$ cat config.mk
export PLATFORM = sky130hd
export DESIGN_NAME = loop_nest_controller
export DESIGN_NICKNAME = d
export VERILOG_FILES = /design/src/rtl/loop_nest_controller.sv
export SDC_FILE = /design/constraint.sdc
export NUM_CORES = 1
export LEC_CHECK = 0
export CAP_MARGIN = 25
export CELL_PAD_IN_SITES_DETAIL_PLACEMENT = 0
export CELL_PAD_IN_SITES_GLOBAL_PLACEMENT = 1
export CORE_MARGIN = 4
export CORE_UTILIZATION = 27
export DETAILED_ROUTE_END_ITERATION = 12
export PLACE_DENSITY = 0.83
export SLEW_MARGIN = 5
export SYNTH_ARGS = -nofsm -noshare
export SYNTH_HDL_FRONTEND = slang
export SYNTH_SLANG_ARGS = --single-unit
$ cat constraint.sdc
create_clock -name clk -period 1.9 [get_ports clk]
set_clock_uncertainty 0.1 [all_clocks]
set_input_delay 0.285 -clock clk [delete_from_list [all_inputs] [get_ports clk]]
set_output_delay 0.285 -clock clk [all_outputs]
set_load 0.005 [all_outputs]
$ cat src/rtl/loop_nest_controller.sv
// Two-level loop sequencer driving an external 8-bit ring counter as the inner (column) loop.
// Optional build macro LOOP_NEST_STALL_EN adds a stall_i input that freezes the sweep in RUN.
module loop_nest_controller #(
  parameter int CNT_W  = 8,
  parameter int ADDR_W = 16
) (
  input  logic              clk,
  input  logic              rst,
  input  logic              start_i,
  input  logic              abort_i,
`ifdef LOOP_NEST_STALL_EN
  input  logic              stall_i,
`endif
  input  logic [CNT_W-1:0]  i_num_col,
  input  logic [CNT_W-1:0]  i_num_row,
  input  logic [ADDR_W-1:0] i_base_addr,
  input  logic [CNT_W-1:0]  cnt_i,
  input  logic              cnt_done_i,
  output logic              cnt_en_o,
  output logic [CNT_W-1:0]  cnt_num_o,
  output logic              cnt_clr_o,
  output logic              busy_o,
  output logic              valid_o,
  output logic [CNT_W-1:0]  row_o,
  output logic [CNT_W-1:0]  col_o,
  output logic [ADDR_W-1:0] addr_o,
  output logic              done_o
);

  // Handshake: start_i is accepted only in IDLE; busy_o stays high for the whole
  // RUN phase; done_o pulses for one cycle after the last valid beat. An abort
  // drops back to IDLE without a done_o pulse.

  typedef enum logic [1:0] {
    IDLE = 2'd0,
    RUN  = 2'd1,
    FIN  = 2'd2
  } state_t;

  state_t            state_q, state_d;
  logic [CNT_W-1:0]  row_q;
  logic [CNT_W-1:0]  col_q;
  logic [CNT_W-1:0]  row_lim_q;
  logic [ADDR_W-1:0] addr_q;
  logic              stall;
  logic              run_active;
  logic              last_row;

`ifdef LOOP_NEST_STALL_EN
  assign stall = stall_i;
`else
  assign stall = 1'b0;
`endif

  assign run_active = (state_q == RUN) && !stall;
  assign last_row   = (row_q == row_lim_q);

  always_comb begin
    state_d = state_q;
    case (state_q)
      IDLE: if (start_i) state_d = RUN;
      RUN: begin
        // Abort wins over a coincident done; the counter's done is gated by
        // its enable, but qualify with run_active anyway so a stall never advances.
        if (abort_i)                                    state_d = IDLE;
        else if (run_active && cnt_done_i && last_row)  state_d = FIN;
      end
      FIN:     state_d = IDLE;
      default: state_d = IDLE;
    endcase
  end

  always_ff @(posedge clk) begin
    if (!rst) begin
      state_q   <= IDLE;
      row_q     <= '0;
      col_q     <= '0;
      row_lim_q <= '0;
      addr_q    <= '0;
    end else begin
      state_q <= state_d;
      if (state_q == IDLE && start_i) begin
        col_q     <= i_num_col;
        row_lim_q <= i_num_row;
        addr_q    <= i_base_addr;
        row_q     <= '0;
      end else if (run_active) begin
        addr_q <= addr_q + 1'b1;
        if (cnt_done_i && !last_row) row_q <= row_q + 1'b1;
      end
    end
  end

  // Counter is held in clear whenever no run is active, so every run starts at column 0.
  assign cnt_clr_o = ~rst | (state_q == IDLE);
  assign cnt_en_o  = run_active;
  assign cnt_num_o = col_q;
  assign busy_o    = (state_q == RUN);
  assign valid_o   = run_active;
  assign row_o     = row_q;
  assign col_o     = cnt_i;
  assign addr_o    = addr_q;
  assign done_o    = (state_q == FIN);

endmodule

==> impl_metrics.json <==
{
  "status": "finished, final reports clean",
  "io_buffers": 73,
  "die_x_um": 95.9,
  "wire_per_inst_um": 13.5,
  "final_cell_area_mm2": 0.00318,
  "synth_edf_count": 0,
  "holdWs_ps": 361,
  "globalRouteOverflowTotal": 0,
  "power_mw": 2.05,
  "grt_pass1_vias": 1925,
  "slew_headroom_pct": 72.2,
  "cp.required_ps": 1510,
  "num_rows": 31,
  "dpl.hpwl_mm": 4.44,
  "ys_types": 37,
  "crit_family": "buffers and inverters",
  "crit_path_end_kind": "output pin",
  "finalHoldViolations": 0,
  "clk_latency_ps": 300,
  "die-area_mm2": 0.00921,
  "antenna_found_initial": 0,
  "place_congestion": 0.803,
  "drive_gt1_share_pct": 13.9,
  "drv_cap": 0,
  "startpoint": "state_q[1]$_SDFFE_PN0P_",
  "ys.flop_type": "dfxtp_1",
  "fin_crit_sh_pct": 96.0,
  "critPathMaxStageDelay_ps": 500,
  "via_count": 2085,
  "num_antenna_cells": 0,
  "grt_pass1_wl_mm": 9.26,
  "startpoint_type": "register",
  "power_leakage_nw": 1.19,
  "syn_area_per_cell_um2": 8.13,
  "nets": 392,
  "clk_path_buf_depth": 2,
  "yosysWarnings": 0,
  "rrSetupSlack_ps": 90,
  "area_delta_synth_final_pct": 52.1,
  "r2r_cells": 4,
  "crit_arrival_ps": 1440,
  "numCtsBuffers": 5,
  "crit_end": "done_o",
  "crit_path_max_fanout": 5,
  "start_util_pct": 28.3,
  "fin_util_pct": 43.1,
  "rsz0062_at_grt": "no",
  "die_y_um": 95.9,
  "crit_buf_inv": 2,
  "drc": 0,
  "min_period_ps": 1820,
  "clock-sinks": 42,
  "syn_area_mm2": 0.00209,
  "syn_nets": 304,
  "drtIter0Drc": 98,
  "cp.depth": 3,
  "ios": 90,
  "r2r-end": "addr_o[15]$_SDFFE_PN0P_",
  "r2r_start": "state_q[1]$_SDFFE_PN0P_",
  "path_clk_slew_ps": 90,
  "p_per_area_mw_per_mm2": 646,
  "cts-htree-levels": 2,
  "critical_path.cell_chain": "buf_4 -> nor2b_2 -> clkdlybuf4s50_1",
  "finalSetupTns_ps": 0,
  "cts_tree": "done",
  "cp_slowest_cell": "clkdlybuf4s50_1",
  "max_freq_mhz": 548,
  "placed_cell_area_mm2": 0.00305,
  "drtPass1Iterations": 4,
  "ys_async_sr_fraction_pct": 0,
  "crit_type": "reg -> out",
  "drt-vias-per-instance": 4.69,
  "final_antenna_net_count": 0,
  "grt_max_degree": 47,
  "ys_seq_elements": 42,
  "core_mm2": 0.00737,
  "setup_viol": 0,
  "ir_drop_uv": 287,
  "grt_usage_pct": 12.9,
  "detail_route.wirelength_mm": 6.02,
  "hold_class": "reg -> reg",
  "maxSlewViolCount": 0,
  "cts_root_buf": "clkbuf_8",
  "ys_seq_area_share_pct": 40.3,
  "worst_slew_pin_slew_ps": 416,
  "netlist_instances": 257
}
[cell type report]
class	count	area (µm²)
flip-flops and latches	42	845
inverters	4	17.5
well taps	99	124
multi-input cells	189	1120
fillers	748	4190
clock buffers	5	68.8
repair buffers	103	983
clock inverters	3	21.3
[metal layers]
| layer | up-vias | GRT usage (%) | wire (µm) |
|---|---|---|---|
| li1 | 1061 | - | - |
| met1 | 952 | 16.9 | 2730 |
| met2 | 65 | 20.5 | 2840 |
| met3 | 7 | 3.05 | 357 |
| met4 | 0 | 5.21 | 102 |
| met5 | - | 0 | 0 |
[sequential cells by signal, indices dropped and copies added, names as in the netlist]
register and cells:
cnt_num_o 8, row_lim_q 8, addr_o 16, state_q 2
row_o 8
[how the worst min path moves through the flow]
stage / from / end / slack, ps / cells after the start
3_5_place_dp: cnt_num_o[1]$_SDFFE_PN0P_ / cnt_num_o[1]$_SDFFE_PN0P_ / 350 / 2
6_report: cnt_num_o[1]$_SDFFE_PN0P_ / cnt_num_o[1]$_SDFFE_PN0P_ / 360 / 2
5_1_grt: cnt_num_o[2]$_SDFFE_PN0P_ / cnt_num_o[2]$_SDFFE_PN0P_ / 390 / 2
3_3_place_gp: cnt_num_o[7]$_SDFFE_PN0P_ / cnt_num_o[7]$_SDFFE_PN0P_ / 350 / 2
2_1_floorplan: abort_i / state_q[1]$_SDFFE_PN0P_ / 260 / 1
4_1_cts: cnt_num_o[1]$_SDFFE_PN0P_ / cnt_num_o[1]$_SDFFE_PN0P_ / 370 / 2
[cells by family after synthesis]
kind of cell | share of synthesized area [%]
AO/OA/AOI/OAI | 14.7
XOR/XNOR | 8.81
adder cells (fa/ha/maj) | 1.20
buffers and inverters | 6.59
flip-flops | 40.3
multiplexers | 3.83
AND/OR/NAND/NOR | 24.6
[tightest hold or removal path: cells and delay by family (launching register included)]
| family | cells | cell delay (ps) |
|---|---|---|
| flops | 1 | 320 |
| simple gates | 1 | 50 |
| compound gates | 1 | 50 |
[repair_timing]
item                       CTS  global route
hold endpoints to repair     0             0
hold buffers                 0             0
gates resized for setup      1             7
setup buffers                0             4
pin swaps                    0             0
setup endpoints to repair    3             6
[cells in the mapped netlist, types with 3 or more instances]
master | number | area, µm²
a21oi_1 | 37 | 185
buf_4 | 10 | 75.1
clkbuf_1 | 10 | 37.5
dfxtp_1 | 42 | 841
inv_1 | 3 | 11.3
mux2i_1 | 8 | 80.1
nand2_1 | 50 | 188
nand3_1 | 7 | 35.0
nand4_1 | 7 | 43.8
nor2_1 | 6 | 22.5
nor3_1 | 4 | 20.0
nor4_1 | 5 | 31.3
o21ai_0 | 15 | 75.1
or3_1 | 7 | 43.8
xnor2_1 | 11 | 96.3
xor2_1 | 10 | 87.6
[where the power goes]
part           switching, mW  leakage (nW)  internal [mW]
logic                  0.198         0.796          0.274
clock network          0.341        0.0441          0.259
registers             0.0446         0.346          0.935
[through the flow]
stage	setup WS [ps]	instances
detailed placement	54.6	433
finish	75.9	445
floorplan	23.1	257
CTS	3.88	441
global route	9.78	445
global placement	53.5	433
[cells in the final DEF, fill, tap and decap left out, types with 8 or more instances in the layout]
cell             synthesis  layout
buf_4                   10      28
dfxtp_1                 42      39
clkdlybuf4s50_1          0      72
o21ai_0                 15      14
nand2_1                 50      50
xor2_1                  10      10
mux2i_1                  8       8
xnor2_1                 11      11
a21oi_1                 37      37
No activity file was read; power rests on OpenSTA's default activity.
